`src/rtl/inst_source_arbiter.sv`:
```
// Instruction-source arbiter: latches request edges as pending and
// grants one source per cycle (fixed priority or round-robin).
module inst_source_arbiter #(
  parameter int WIDTH   = 16,
  parameter int NUM_SRC = 2,
  parameter int IDW     = $clog2(NUM_SRC)
) (
  input  logic                     clk,
  input  logic                     reset,
  input  logic [NUM_SRC-1:0]       req,
  input  logic [NUM_SRC*WIDTH-1:0] src_data,
  input  logic                     halt,
  input  logic                     flush,
  input  logic                     rr_mode,
  output logic [WIDTH-1:0]         inst_out,
  output logic                     inst_valid,
  output logic [IDW-1:0]           grant_id,
  output logic [NUM_SRC-1:0]       pending,
  output logic [NUM_SRC-1:0]       overrun
);

  logic [NUM_SRC-1:0] r_req_d;
  logic [NUM_SRC-1:0] r_pend;
  logic [NUM_SRC-1:0] r_ovr;
  logic [IDW-1:0]     r_ptr;
  logic [WIDTH-1:0]   r_inst;
  logic               r_valid;
  logic [IDW-1:0]     r_gid;

  logic [NUM_SRC-1:0] w_rise;
  logic               w_gnt;
  logic [IDW-1:0]     w_idx;
  logic [NUM_SRC-1:0] w_oh;
  logic [WIDTH-1:0]   w_data;

  assign w_rise = req & ~r_req_d;

  // Loops run backwards so the last hit is the first in search order.
  always_comb begin
    w_gnt = 1'b0;
    w_idx = '0;
    if (!flush && !halt) begin
      if (!rr_mode) begin
        for (int i = NUM_SRC - 1; i >= 0; i--) begin
          if (r_pend[i]) begin
            w_gnt = 1'b1;
            w_idx = IDW'(i);
          end
        end
      end else begin
        for (int k = NUM_SRC; k >= 1; k--) begin
          if (r_pend[(int'(r_ptr) + k) % NUM_SRC]) begin
            w_gnt = 1'b1;
            w_idx = IDW'((int'(r_ptr) + k) % NUM_SRC);
          end
        end
      end
    end
  end

  assign w_oh   = NUM_SRC'(w_gnt) << w_idx;
  assign w_data = src_data[int'(w_idx)*WIDTH +: WIDTH];

  always_ff @(posedge clk) begin
    if (reset) begin
      r_req_d <= '0;
      r_pend  <= '0;
      r_ovr   <= '0;
      r_ptr   <= IDW'(NUM_SRC - 1);
      r_inst  <= '0;
      r_valid <= 1'b0;
      r_gid   <= '0;
    end else begin
      r_req_d <= req;
      r_valid <= w_gnt;
      if (w_gnt) begin
        r_inst <= w_data;
        r_gid  <= w_idx;
        r_ptr  <= w_idx;
      end
      if (flush) begin
        r_pend <= '0;
        r_ovr  <= '0;
      end else begin
        r_pend <= (r_pend & ~w_oh) | w_rise;
        r_ovr  <= r_ovr | (w_rise & r_pend & ~w_oh);
      end
    end
  end

  assign inst_out   = r_inst;
  assign inst_valid = r_valid;
  assign grant_id   = r_gid;
  assign pending    = r_pend;
  assign overrun    = r_ovr;

endmodule

```
`config.mk`:
```
export PLATFORM = sky130hd
export DESIGN_NAME = inst_source_arbiter
export DESIGN_NICKNAME = d
export VERILOG_FILES = /design/src/rtl/inst_source_arbiter.sv
export SDC_FILE = /design/constraint.sdc
export NUM_CORES = 1
export LEC_CHECK = 0
export CAP_MARGIN = 10
export CORE_ASPECT_RATIO = 1.1
export CORE_MARGIN = 2
export CORE_UTILIZATION = 40
export DETAILED_ROUTE_END_ITERATION = 6
export MAX_ROUTING_LAYER = met4
export PLACE_DENSITY = 0.84
export SLEW_MARGIN = 20
export SYNTH_ARGS = -nofsm -noshare
export SYNTH_HDL_FRONTEND = slang
export SYNTH_SLANG_ARGS = --single-unit
```
`constraint.sdc`:
```
create_clock -name clk -period 3.5 [get_ports clk]
set_input_delay 0.875 -clock clk [delete_from_list [all_inputs] [get_ports clk]]
set_output_delay 0.875 -clock clk [all_outputs]
set_load 0.05 [all_outputs]
```
* After elaboration in Yosys (flattened, before gate mapping)
Cells that the tools add are included. Widths: inputs -> output; s select.
Storage, ports and cells: register bits 25, input port bits 39
Cells by class: $add $sub $neg 2, magnitude comparators 2, shifts and indexed selects 2, mux-type cells 17, bitwise logic cells 10, reductions and logical operators 4
Operators with widths (number):
- $shiftx 32x6->16 | 1
- $mux 1 | 17
- $and 2x2->2 | 4
- $lt 2x3->1 const B | 2
- $not 2->2 | 2
- $or 2x2->2 | 2
- $add 1x1->1 const B | 2
- $and 1x1->1 const A | 2
- $logic_not 1->1 | 2
- $reduce_or 2->1 | 1
- $shl 1x1->2 | 1
- $logic_and 1x1->1 | 1

* Logic depth before layout (Yosys ltp)
depth in word-level cells 13, gate-level depth with buffers 7, mapped depth without buffers 4

* Worst setup path before layout
OpenSTA, ideal clock, no wires.
kind input port to flip-flop, start input rr_mode, end register r_inst[0], in the netlist inst_out[0], library setup time 0.132 ns, arrival 1.718 ns, setup slack 1.649 ns, cell stages on the path 6, path buffers 2, cell sequence nor2b_1 -> o211a_1 -> buf_4 -> buf_6 -> a22oi_1 -> a21oi_1
Between the ends: longest elaborated chain between the ends 3
RTL lines:
- start: declaration | RTL line 14 | input logic rr_mode,
- $mux 1 | RTL line 43 | if (!rr_mode) begin
- $mux 1 | RTL line 42 | if (!flush && !halt) begin
- $shiftx 32x6->16 | RTL line 62 | assign w_data = src_data[int'(w_idx)*WIDTH +: WIDTH];
- end signal: assignment | RTL line 77 | r_inst <= w_data;
- end: declaration | RTL line 26 | logic [WIDTH-1:0] r_inst;
Parallel ways exist; a longest one is shown, timed or not. A chain may end at the register's enable or synchronous reset.

* Worst setup path after layout
start register r_pend[0], in the netlist pending[0], end output pending[0]
RTL lines:
- start: declaration | RTL line 23 | logic [NUM_SRC-1:0] r_pend;
- start signal: assignment | RTL line 85 | r_pend <= (r_pend & ~w_oh) | w_rise;
- end: declaration | RTL line 18 | output logic [NUM_SRC-1:0] pending,
No word-level cell between the ends.

==> results.txt <==
----------------------------------------------------
[Global route]
  Vias in the first global route ... 1032
  Global Route Usage Sum ... 20.2%
  GRT overflow ... 0
  Largest net degree at the start of global routing ... 26
  First-pass GRT wire length ... 4410 µm
  Number of antenna violations at the first check in global routing ... 0

[STA]
  Number of hold violations in the final report ... 0
  Setup repair after global routing missed its margin ... false
  Fin. max-slew vios ... 0
  Setup TNS ... 0 ps
  Worst clock skew ... approximately 1.3 ps
  Fraction of the cycle the final worst path needs ... about 75%
  Timing-limited maximum frequency ... roughly 0.38 GHz
  Max-slew headroom ... 39.7%
  Shortest clock period the worst path allows after layout ... about 2600 ps
  Tightest Pin Transition ... between 900 and 1000 ps
  Number of failing setup endpoints in the final timing report ... 0

[Detailed routing]
  Starting DRT DRC Count ... 20
  DR vias ... 1083
  Total wire length ... 2830 µm
  Vias per cell ... 5.26
  Average wire per standard cell ... 13.7 µm
  Count of TritonRoute iterations in the first routing pass ... 6
  Remaining routing DRC violations ... 0
  Detail Route Antenna Nets ... 0

[Cells and area]
  Final design utilization ... about two thirds
  Final nets ... 215
  Finished Layout Cells ... 206
  Antenna Cells ... 0
  Area taken by multi-input logic gates ... between 400 and 500 µm²
  Area growth syn-to-layout ... 57.9%
  Final design instance area without fill ... roughly 1600 µm²
  Number of fill cells ... 201
  Register Area ... 500 µm²
  Proportion of layout cells with a drive suffix above 1 ... 4.00%

[Power and ir drop]
  Power per Cell Area ... 335 nW/µm²
  Leakage power ... 0.601 nW
  Worst-case vdd ir drop ... 0.249 mV
  Total Power Consumption ... between 0.5 and 0.6 mW

[Critical path]
  Chain of cells forming the critical path ... clkdlybuf4s50_1
  Crit end category ... primary output
  Maximum fanout along the worst path ... 9
  Number of cells on the critical path ... 1
  Startpoint type of the worst setup path ... register
  Crit path arrival time ... 1740 ps
  Required arrival time at the worst endpoint ... approximately 2600 ps
  Crit-path leading delay family ... buffers and inverters
  Reg-to-reg critical path startpoint ... pending[0]$_SDFF_PP0_
  Cell depth of the worst flop-to-flop path ... 4
  Peak per-stage delay on the critical path ... 870 ps
  Startpoint-to-endpoint class of the critical path ... register to primary output
  Slowest-stage cell, CP ... clkdlybuf4s50_1
  WP buf/inv ... 1
  CP startpoint ... pending[0]$_SDFF_PP0_

[Flow run]
  Number of violations of the max-capacitance limit ... 0

[Place]
  Placed instance area ... 1620 µm²
  Last weighted congestion value of the routability-driven placer ... 0.718
  Dpl cells ... slightly above 200
  Estimated wirelength of the detail-placed design ... 2120 µm
  Port buffer count ... 60

[Logic synthesis]
  Largest cells by area after synthesis ... dfxtp_1 48%, a21oi_1 9.1%, a211oi_1 8.7%, nor2_1 5.4%, nand2_1 5.1%
  Top_reg_cell synth ... dfxtp_1
  Netlist area before placement ... 1040 µm²
  Portion of the post-synthesis area used by sequential elements ... approximately half
  Post-Syn Instances ... 121
  Cell type with the largest total area after synthesis ... dfxtp_1
  Yosys top cell area share ... 48.1%
  Most frequent cell after synthesis ... dfxtp_1
  EDFF count, synth ... 0
  Avg Cell Area, Syn ... 8.59 µm²
  Most frequent cells after synthesis ... 25 x dfxtp_1, 19 x a21oi_1, 15 x nor2_1
  Flip-flop and latch count after synthesis ... 25
  Asr flop ratio synth ... 0%
  Count of cell types in the netlist ... 24
  Yosys Warn Count ... 0
  Mapped Nets ... 160

[Hold path]
  Class of the tightest hold or removal check ... register to register
  Hold wc startpoint ... overrun[0]$_SDFF_PP0_
  Number of stages on the worst hold path ... 2

[Die]
  Starting Density ... about two fifths
  Y dimension of the die ... 57.5 µm
  Die X-Extent ... 52.6 µm
  I/O pins ... 61
  Std-Cell Rows ... 19
  Total die area ... 3020 µm²
  Area of the core ... 2500 µm²

[CTS]
  Post-CTS resize count ... 0
  Number of clock buffers inserted by TritonCTS ... 3
  TritonCTS sink count ... 25
  Hold-fix buffer count after cts ... 0
  Longest Clk Path Bufs ... 2
  Clock root cell ... clkbuf_4
  Clock insertion delay at the later pin of the skew report ... 310 ps
  Number of buffers added for setup after CTS ... 0
  H-tree depth ... 1
  TritonCTS clock tree ... done
  Clock input transition at the sequential cells of the worst setup and hold paths ... around 130 ps

[Run status]
  Run status ... finished clean

----------------------------------------------------
-- per-layer routing --
layer / vias to the layer above / GRT usage, % / routed length [µm]
met5: - / - / 0
met4: 0 / 8.79 / 49
met2: 57 / 33.9 / 1440
met3: 5 / 2.36 / 174
li1: 532 / - / -
met1: 489 / 24.0 / 1170
-- where the power goes --
| part | internal (mW) | switching (mW) | total [mW] |
|---|---|---|---|
| combinational | 0.0616 | 0.0595 | 0.121 |
| clock | 0.0446 | 0.0833 | 0.128 |
| sequential | 0.294 | 0.00660 | 0.301 |
| total | 0.400 | 0.149 | 0.550 |
-- registers in the layout, indices dropped and copies added (netlist names) --
signal and count:
pending 2, grant_id 1, overrun 2, r_req_d 2
inst_valid 1, r_ptr 1, inst_out 16
-- worst paths after layout --
check / end / slack, ps
setup / recovery: pending[0] / 890
hold / removal: overrun[0]$_SDFF_PP0_ / 470
setup reg to reg: inst_out[15]$_SDFFE_PP0N_ / 1850
hold reg to reg: overrun[0]$_SDFF_PP0_ / 470
-- stage by stage --
stage	hold slack, ps	setup WS (ps)
6_report	473	889
5_1_grt	498	811
4_1_cts	477	886
3_5_place_dp	443	853
3_3_place_gp	437	982
2_1_floorplan	437	1650
-- final cells by class --
| class | count | area share, % |
|---|---|---|
| Multi-Input combinational cell | 85 | 28.7 |
| Timing Repair Buffer | 60 | 36.6 |
| Sequential cell | 25 | 30.5 |
| Tap cell | 31 | 2.36 |
| Clock buffer | 4 | 1.60 |
| Inverter | 1 | 0.229 |
-- cells in the final DEF (no fill, tap or decap), drive strengths merged --
| cell | instances |
|---|---|
| a211oi | 12 |
| a21boi | 2 |
| a21oi | 19 |
| a22oi | 4 |
| a31oi | 1 |
| clkbuf | 4 |
| clkdlybuf4s50 | 60 |
| dfxtp | 25 |
| inv | 1 |
| nand2 | 14 |
| nand2b | 2 |
| nand3 | 4 |
| nor2 | 16 |
| nor2b | 4 |
| nor3 | 2 |
| o211a | 1 |
| o211ai | 1 |
| o21a | 1 |
| o21ai | 1 |
| o41ai | 1 |
-- logic make-up after synthesis --
group / share of synthesized area, %
compound gates: 27.3
buf+inv: 6.50
flops: 48.1
simple gates: 18.0
No activity file was read; power rests on OpenSTA's default activity.
